==> config.mk <==
export PLATFORM = sky130hd
export DESIGN_NAME = yutorina_bus_arbiter
export DESIGN_NICKNAME = d
export VERILOG_FILES = /design/src/rtl/yutorina_bus_arbiter.sv
export SDC_FILE = /design/constraint.sdc
export NUM_CORES = 1
export LEC_CHECK = 0
export ABC_AREA = 1
export BUFFER_PORTS_ARGS = -buffer_cell sky130_fd_sc_hd__buf_2
export CORE_AREA = 5 5 125 127
export CTS_CLUSTER_DIAMETER = 80
export DETAILED_ROUTE_END_ITERATION = 10
export DIE_AREA = 0 0 130 132
export GPL_ROUTABILITY_DRIVEN = 0
export HOLD_SLACK_MARGIN = 0.05
export PLACE_DENSITY_LB_ADDON = 0.1
export SETUP_SLACK_MARGIN = 0.2
export SYNTH_ARGS = -nofsm -noshare
export SYNTH_HDL_FRONTEND = slang
export SYNTH_SLANG_ARGS = --single-unit
==> constraint.sdc <==
create_clock -name clk -period 3.91 [get_ports clk]
set_input_delay 0.782 -clock clk [delete_from_list [all_inputs] [get_ports clk]]
set_output_delay 0.782 -clock clk [all_outputs]
set_load 0.01 [all_outputs]
==> src/rtl/yutorina_bus_arbiter.sv <==
// ---------------------------------------------------------------------------
// yutorina_bus_arbiter
//   Round-robin arbiter and request multiplexer for the shared external
//   memory bus. Four masters (instruction fetch, memory stage, DMA, debug)
//   request with active-low m_req_. The arbiter grants one owner, holds the
//   grant while the owner keeps requesting, and steers the owner's access
//   signals onto the single slave-side bus.
//
//   Optional feature macro: YUTORINA_BUS_WDT_EN
//     Defined   : a bus watchdog revokes the grant when the owner's access
//                 waits WDT_CYCLES cycles for s_rdy_, and pulses wdt_err_.
//     Undefined : no watchdog; wdt_err_ is tied inactive.
// ---------------------------------------------------------------------------
module yutorina_bus_arbiter #(
   parameter int MASTERS    = 4,   // fixed at 4 (2-bit owner id)
   parameter int WDT_CYCLES = 16   // watchdog limit, used only with the watchdog
) (
   input  logic                    clk,
   input  logic                    rst,        // asynchronous, active-low
   input  logic [MASTERS-1:0]      m_req_,
   output logic [MASTERS-1:0]      m_grnt_,
   input  logic [MASTERS-1:0]      m_as_,
   input  logic [MASTERS-1:0]      m_rw,
   input  logic [MASTERS*30-1:0]   m_addr,
   input  logic [MASTERS*32-1:0]   m_w_data,
   output logic                    s_as_,
   output logic                    s_rw,
   output logic [29:0]             s_addr,
   output logic [31:0]             s_w_data,
   input  logic                    s_rdy_,
   output logic [1:0]              owner,
   output logic                    busy,
   output logic                    wdt_err_
);

   // Bus signalling levels used across the CPU bus fabric.
   localparam logic ENABLE_  = 1'b0;
   localparam logic DISABLE_ = 1'b1;
   localparam logic READ     = 1'b1;

   localparam int  AW = 30;
   localparam int  DW = 32;

   localparam logic [3:0] GRNT_NONE = 4'b1111;

   typedef enum logic {
      ST_IDLE  = 1'b0,
      ST_OWNED = 1'b1
   } state_t;

   // -------------------------------------------------------------------------
   // Registered arbiter state
   // -------------------------------------------------------------------------
   state_t        state_q;
   logic [3:0]    grnt_q;      // active-low grant vector
   logic [1:0]    owner_q;     // current (or most recently revoked) owner
   logic [1:0]    last_q;      // round-robin pointer: last granted master

   // Combinational arbitration results
   logic [3:0]    req_act;     // active-high request vector
   logic [3:0]    owner_mask;  // one-hot of the current owner
   logic          owner_req;   // owner still requesting
   logic          idle_found;
   logic [1:0]    idle_idx;
   logic          ho_found;
   logic [1:0]    ho_idx;
   logic          wdt_expire;  // watchdog fires on this edge

   // -------------------------------------------------------------------------
   // Round-robin pick: scan (last+1), (last+2), (last+3), last (mod 4) and
   // return {found, index} of the first active requester.
   // -------------------------------------------------------------------------
   function automatic logic [2:0] rr_pick(input logic [3:0] req,
                                          input logic [1:0] last);
      logic       found;
      logic [1:0] idx;
      logic [1:0] cand;
      found = 1'b0;
      idx   = 2'd0;
      for (int k = 1; k <= 4; k++) begin
         cand = last + 2'(k);
         if (!found && req[cand]) begin
            found = 1'b1;
            idx   = cand;
         end
      end
      return {found, idx};
   endfunction

   // Active-low one-hot grant vector for a given master index.
   function automatic logic [3:0] grant_of(input logic [1:0] idx);
      return ~(4'b0001 << idx);
   endfunction

   // Request decoding and both arbitration scans (from IDLE and at handoff).
   always_comb begin
      req_act    = ~m_req_;
      owner_mask = 4'b0001 << owner_q;
      owner_req  = req_act[owner_q];
      {idle_found, idle_idx} = rr_pick(req_act, last_q);
      // At handoff the releasing owner is excluded and scanned from itself,
      // so it can never win twice in a row over another requester.
      {ho_found, ho_idx}     = rr_pick(req_act & ~owner_mask, owner_q);
   end

`ifdef YUTORINA_BUS_WDT_EN
   // -------------------------------------------------------------------------
   // Bus watchdog
   // -------------------------------------------------------------------------
   localparam int WDT_W = $clog2(WDT_CYCLES + 1);

   logic [WDT_W-1:0] wdt_q;
   logic [WDT_W-1:0] wdt_d;
   logic             wdt_err_q;
   logic             wdt_stall;  // owner strobing while slave is not ready

   // Count stalled cycles of the holding owner; clear on ready, handoff, idle.
   always_comb begin
      wdt_stall  = (state_q == ST_OWNED) && owner_req &&
                   (m_as_[owner_q] == ENABLE_) && (s_rdy_ == DISABLE_);
      wdt_expire = wdt_stall && (wdt_q == WDT_W'(WDT_CYCLES - 1));
      wdt_d      = '0;
      if ((state_q == ST_OWNED) && owner_req && (s_rdy_ == DISABLE_)) begin
         if (wdt_expire)
            wdt_d = '0;
         else if (wdt_stall)
            wdt_d = wdt_q + 1'b1;
         else
            wdt_d = wdt_q;
      end
   end

   // Watchdog counter register.
   always_ff @(posedge clk or negedge rst) begin
      if (!rst)
         wdt_q <= '0;
      else
         wdt_q <= wdt_d;
   end

   assign wdt_err_ = wdt_err_q;
`else
   logic unused_wdt_s_rdy;
   localparam int unused_wdt_cycles = WDT_CYCLES;

   always_comb wdt_expire = 1'b0;

   assign unused_wdt_s_rdy = s_rdy_;
   assign wdt_err_         = DISABLE_;
`endif

   // -------------------------------------------------------------------------
   // Arbiter FSM: grant from IDLE, hold while owner requests, hand off with
   // zero dead cycles, or release to IDLE. Outputs are the registers.
   // -------------------------------------------------------------------------
   always_ff @(posedge clk or negedge rst) begin
      if (!rst) begin
         state_q   <= ST_IDLE;
         grnt_q    <= GRNT_NONE;
         owner_q   <= 2'd0;
         last_q    <= 2'd3;
`ifdef YUTORINA_BUS_WDT_EN
         wdt_err_q <= DISABLE_;
`endif
      end else begin
`ifdef YUTORINA_BUS_WDT_EN
         wdt_err_q <= DISABLE_;
`endif
         case (state_q)
            ST_IDLE: begin
               if (idle_found) begin
                  grnt_q  <= grant_of(idle_idx);
                  owner_q <= idle_idx;
                  last_q  <= idle_idx;
                  state_q <= ST_OWNED;
               end
            end
            ST_OWNED: begin
               if (owner_req) begin
                  if (wdt_expire) begin
                     // Revoke the hung owner; owner_q keeps naming the
                     // offender and last_q = offender puts it last in line.
                     grnt_q    <= GRNT_NONE;
                     state_q   <= ST_IDLE;
`ifdef YUTORINA_BUS_WDT_EN
                     wdt_err_q <= ENABLE_;
`endif
                  end
               end else if (ho_found) begin
                  grnt_q  <= grant_of(ho_idx);
                  owner_q <= ho_idx;
                  last_q  <= ho_idx;
               end else begin
                  grnt_q  <= GRNT_NONE;
                  state_q <= ST_IDLE;
               end
            end
            default: begin
               grnt_q  <= GRNT_NONE;
               state_q <= ST_IDLE;
            end
         endcase
      end
   end

   assign m_grnt_ = grnt_q;
   assign owner   = owner_q;
   assign busy    = ~&grnt_q;

   // Slave-side mux: owner's access when busy, idle bus values otherwise.
   always_comb begin
      s_as_    = DISABLE_;
      s_rw     = READ;
      s_addr   = '0;
      s_w_data = '0;
      if (busy) begin
         for (int k = 0; k < MASTERS; k++) begin
            if (owner_q == 2'(k)) begin
               s_as_    = m_as_[k];
               s_rw     = m_rw[k];
               s_addr   = m_addr[AW*k +: AW];
               s_w_data = m_w_data[DW*k +: DW];
            end
         end
      end
   end

endmodule

==> results of run 1 <==
## flip-flops by register name, summed over array words and instances, names as in the netlist
| register | flops |
|---|---|
| m_grnt_ | 4 |
| last_q | 2 |
| owner | 2 |
| state_q | 1 |
## through the flow
step / setup WS [ns] / power (uW) / hold WS, ns / instances
after detailed placement: 0.7629 / 5140 / 0.4690 / 1112
after global routing: 0.3288 / 5870 / 0.3997 / 1119
final: 0.5017 / 5298 / 0.3937 / 1119
after global placement: 0.7925 / 5170 / 0.4666 / 1112
after floorplan: 1.210 / 3416 / 0.4780 / 640
after CTS: 0.4907 / 5346 / 0.3930 / 1116
## kinds of logic (layout without fill, tap and decap cells)
family                     Yosys count  after routing  share of synthesized area (%)
AOI/OAI and AO/OA                  269            269                          45.43
buffers and inverters               81            373                          9.891
and+or+nand+nor                    275            275                          35.69
DFF                                  9              9                          6.995
other                                1              4                         0.1127
adders and majority gates            5              5                          1.880
## worst paths after layout
kind | startpoint | endpoint | slack, ns | cells after the start
worst max-delay path | owner[1] | s_w_data[30] | 0.50 | 9
worst min-delay path | rst | state_q | 0.39 | 1
worst max register to register | owner[0] | owner[1] | 1.19 | 15
worst min register to register | m_grnt_[1] | m_grnt_[1] | 0.47 | 2
max in group asynchronous | rst | last_q[1] | 3.27 | 1
min in group clk | m_grnt_[1] | m_grnt_[1] | 0.47 | 2
## critical path, stage by stage, from the launching register on
cell and delay, ns:
dfrtp_1 0.53, inv_1 0.24, ha_2 0.26, inv_2 0.24
buf_4 0.23, nor2_1 0.05, o31ai_1 0.20, o21ai_0 0.16
nor2_1 0.28, buf_2 0.19
## layout make-up
type | count | area (sq um)
sequential | 9 | 232.7
antenna | 3 | 7.507
multi-input combinational | 550 | 2785
inverter | 24 | 90.09
clock buffer | 4 | 78.83
fill | 1652 | 9055
timing repair buffer | 345 | 1834
tap | 184 | 230.2
## power breakdown
part	switching, uW	leakage [uW]	total (uW)	internal (uW)
logic	3080	0.00263	4870	1790
clock network	42.8	0.0000382	179	136
registers	71.2	0.0000961	245	174
## placed cells by master, fill, tap and decap left out, types with 2 or more instances in the layout
master	instances
dfrtp_1	3
o31ai_1	62
nand3_1	26
nor2_4	2
o21ai_0	68
nand3_2	4
buf_2	332
a21oi_1	132
nand2_4	2
o21a_1	2
nand2_1	76
inv_1	16
clkbuf_16	3
nor2_1	142
o21ai_1	3
dfstp_2	6
buf_4	7
nand4_1	6
inv_2	7
nand2_2	11
ha_2	3
nor3_1	3
diode_2	3
buf_12	6
## per-layer routing
metal / GRT usage [%] / vias up / part of all wire, %
met3: 4.335 / 26 / 7.8
met2: 38.28 / 186 / 51
met5: 0 / - / 0.31
met1: 26.40 / 2445 / 40
li1: - / 2810 / -
met4: 3.233 / 10 / 1.3
==> metrics.yaml, run 1 <==
cts_made_buffers: 3
dp_hpwl_um: 15680
cp_data_arrival_time_ns: 2.63
setup-tns-final_ns: 0
clk_pin_slew_ns: 0.04
postCtsSetupBuffers: 0
async_flop_share_pct: 100.0
cts_root_buf: "clkbuf_16"
yosysTopAreaCell: "a21oi_1"
start_kind: "register"
place.port_buffers: 332
ys_warn_count: 0
syn_to_final_growth_pct: 58.07
crit_type: "reg -> out"
drt_wl_total_um: 19960
ir_drop_v: 0.0005431
rsz0062_at_grt: "no"
cts.sinks: 9
die-height_um: 132
vias_per_cell: 4.895
grt_max_degree: 64
slew_headroom_pct: 51.18
hold_buffers: 0
synth-edff-count: 0
cts_max_level: 1
synth_ff_type: "dfstp_2"
synthCells: 640
drtIter0Drc: 341
utilization_pct: 36.74
powerDensity_nw_per_um2: 1007
placed_area_sq_um: 5172
synth_common_cells: "nor2_1, a21oi_1, nand2_1, o21ai_0, o31ai_1"
gr-total-overflow: 0
critPathMaxFanout: 13
min_period_over_period_pct: 87.17
final_nets: 1201
clk_path_buf_depth: 2
max_freq_mhz: 293.4
cts_tree: "done"
final-setup-viol-count: 0
end_kind: "output pin"
clock_latency_ns: 0.23
antenna_found_initial: 8
fin_area_sq_um: 5259
placementRows: 44
drc: 0
cp.required_ns: 3.13
grt_pass1_vias: 5072
die_w_um: 130
holdCritPathClass: "in -> async"
grtUsageTotal_pct: 21.28
wl_per_cell_um: 17.84
synthTopCellsByArea: "a21oi_1, nor2_1, o31ai_1, o21ai_0, nand2_1"
cap_violations: 0
ant_nets: 0
netlist.area_leader.share_pct: 19.86
synth_area_sq_um: 3327
tightest_slew_ns: 0.7312
core_sq_um: 14310
grt_pass1_wl_um: 29510
period_minus_slack_ns: 3.408
dieArea_sq_um: 17160
via_count: 5477
syn_area_per_cell_sq_um: 5.198
ctsResizeCount: 0
synth.most_common_cell: "nor2_1"
synthesis.nets: 908
synth_cell_types: 30
yosysSeqAreaShare_pct: 6.995
initial_core_util_pct: 23.24
firstDrtPassIters: 5
ys_seq_elements: 9
drive_gt1_share_pct: 41.63
ios: 335
clock_skew_ns: 0.003178
slew_viol_final: 0
finalHoldViolations: 0
outcome: "finished clean"
p_leak_uw: 0.002765
Note: power is estimated with default switching activity, not from simulation.
==> inputs of run 2 (changes only) <==
--- a/config.mk
+++ b/config.mk
@@ -15,6 +15,7 @@
 export HOLD_SLACK_MARGIN = 0.05
 export PLACE_DENSITY_LB_ADDON = 0.1
 export SETUP_SLACK_MARGIN = 0.2
+export SKIP_LAST_GASP = 1
 export SYNTH_ARGS = -nofsm -noshare
 export SYNTH_HDL_FRONTEND = slang
 export SYNTH_SLANG_ARGS = --single-unit
==> constraint.sdc (replaced) <==
create_clock -name clk -period 3.91 [get_ports clk]
set_input_delay 1.173 -clock clk [delete_from_list [all_inputs] [get_ports clk]]
set_output_delay 1.173 -clock clk [all_outputs]
set_load 0.01 [all_outputs]
==> metrics.yaml, run 2 (same netlist as run 1, synthesis figures left out) <==
path_cells: "inv_1 > ha_2 > buf_12 > a21oi_1 > o31ai_1 > o21ai_0 > nor2_1 > buf_2"
final_common_cell: "buf_2"
final_nets: 1207  # +0.50%
n_fill_cell: 1680  # +1.7%
slowest_stage: "dfrtp_1"
grtUsageMet2_pct: 37.56  # -0.72 points
busiest_layer: "met2"
grt_use_met1_pct: 26.90  # +0.50 points
grt_max_degree: 62  # -3.1%
crit_type: "reg -> out"
cts_max_level: 1  # unchanged
cp_data_arrival_time_ns: 2.41  # -0.22 ns
min_period_over_period_pct: 91.61  # +4.4 points
slew_viol_final: 0  # unchanged
placementRows: 44  # unchanged
finalHoldViolations: 0  # unchanged
cap_violations: 0  # unchanged
tightest_slew_ns: 0.6652  # -0.06603 ns
via_count: 5567  # +1.6%
grtUsageTotal_pct: 21.46  # +0.19 points
rsz0062_at_grt: "no"
drive_gt1_share_pct: 42.11  # +0.48 points
layoutNonFillerInstCount: 1127  # +0.71%
drc: 0  # unchanged
period_minus_slack_ns: 3.582  # +0.1735 ns
hold_slack_ns: 0.4721  # +0.07839 ns
largest_reg_flops: 4  # unchanged
setup-tns-final_ns: 0  # unchanged
die-height_um: 132  # unchanged
critPathMaxFanout: 61  # +48
dpl.cell_count: 1117  # +0.45%
slew_headroom_pct: 55.59  # +4.4 points
grt_pass1_vias: 5171  # +2.0%
final-setup-viol-count: 0  # unchanged
clk_pin_slew_ns: 0.04  # about the same
outcome: "finished clean"
drt_wl_total_um: 20360  # +2.0%
cts_root_buf: "clkbuf_16"
ir_drop_v: 0.0004122  # -24%
clock_latency_ns: 0.23  # about the same
p_leak_uw: 0.002797  # +1.2%
ant_nets: 0  # unchanged
multiInputGateArea_sq_um: 2785  # unchanged
firstDrtPassIters: 5  # unchanged
mostFrequentLayoutCells: "buf_2, nor2_1, a21oi_1"
dp_hpwl_um: 16060  # +2.5%
grt_pass1_wl_um: 29840  # +1.1%
cts_tree: "done"
clock_skew_ns: 0.001481  # -0.001697 ns
vias_per_cell: 4.940  # +0.92%
drtIter0Drc: 380  # +11%
seqCellArea_sq_um: 232.7  # unchanged
ios: 335  # unchanged
cts.sinks: 9  # unchanged
die_w_um: 130  # unchanged
wl_per_cell_um: 18.06  # +1.3%
start_kind: "register"
holdCritPathClass: "reg -> reg"
dieArea_sq_um: 17160  # unchanged
cts_made_buffers: 3  # unchanged
slowest_delay_ns: 0.50  # -0.03 ns
initial_core_util_pct: 23.24  # unchanged
gr-total-overflow: 0  # unchanged
clk_path_buf_depth: 2  # unchanged
syn_to_final_growth_pct: 59.83
end_kind: "output pin"
core_sq_um: 14310  # unchanged
max_freq_mhz: 279.2  # -4.8%
cp.required_ns: 2.74  # -0.39 ns
place.port_buffers: 332  # unchanged
met3_usage_pct: 4.943  # +0.61 points
antenna_found_initial: 7  # -1
powerDensity_nw_per_um2: 1007  # about the same
## run 2: stage by stage
| step | util [%] | setup slack (ns) | area, sq um | total power, uW |
|---|---|---|---|---|
| after floorplan | - | 0.8192 | 3327 | 3416 |
| after global placement | 36.31 | 0.4580 | 5197 | 5169 |
| after detailed placement | 36.31 | 0.3892 | 5197 | 5158 |
| after CTS | 36.87 | 0.2991 | 5278 | 5365 |
| after global routing | 37.12 | 0.2404 | 5313 | 5935 |
| final | 37.15 | 0.3281 | 5318 | 5354 |
## run 2: path summary, 6_finish.rpt
kind,endpoint,slack (ns),depth (start not counted),from
min in group asynchronous,state_q,0.78,1,rst
worst max-delay path,s_addr[7],0.33,8,owner[1]
max in group asynchronous,last_q[1],2.89,1,rst
worst min register to register,m_grnt_[1],0.47,2,m_grnt_[1]
worst min-delay path,m_grnt_[1],0.47,2,m_grnt_[1]
worst max register to register,owner[1],1.27,14,owner[1]
## run 2: timing repair
action	4_1_cts	5_1_grt
hold buffers	0	0
endpoints found under the hold margin	0	0
buffers inserted	0	1
setup endpoints to repair	23	6
resized for setup	1	2
## run 2: routing by layer
| layer | routed length, um | vias to the layer above | share of wire [%] |
|---|---|---|---|
| li1 | - | 2826 | - |
| met1 | 8061 | 2498 | 40 |
| met2 | 10080 | 207 | 50 |
| met3 | 1805 | 30 | 8.9 |
| met4 | 360 | 6 | 1.8 |
| met5 | 47 | - | 0.23 |
## run 2: area by class of cell
class / count / share of cell area [%]
Clock buffer: 4 / 1.482
Antenna cell: 5 / 0.2353
Tap cell: 184 / 4.329
Inverter: 24 / 1.718
Timing Repair Buffer: 351 / 35.48
Sequential cell: 9 / 4.376
Multi-Input combinational cell: 550 / 52.38
## run 2: where the power goes
part           total (uW)  switching [uW]  internal [uW]  leakage, uW
clock                 179            43.0            136    0.0000382
sequential            248            74.3            174    0.0000961
combinational        4930            3100           1830      0.00266
total                5350            3220           2140      0.00280
## run 2: critical path: cells and delay by family (launching register included)
family | cells | cell delay, ns
AOI/OAI and AO/OA | 3 | 0.68
DFF | 1 | 0.50
buffers and inverters | 3 | 0.61
adders and majority gates | 1 | 0.23
and+or+nand+nor | 1 | 0.10
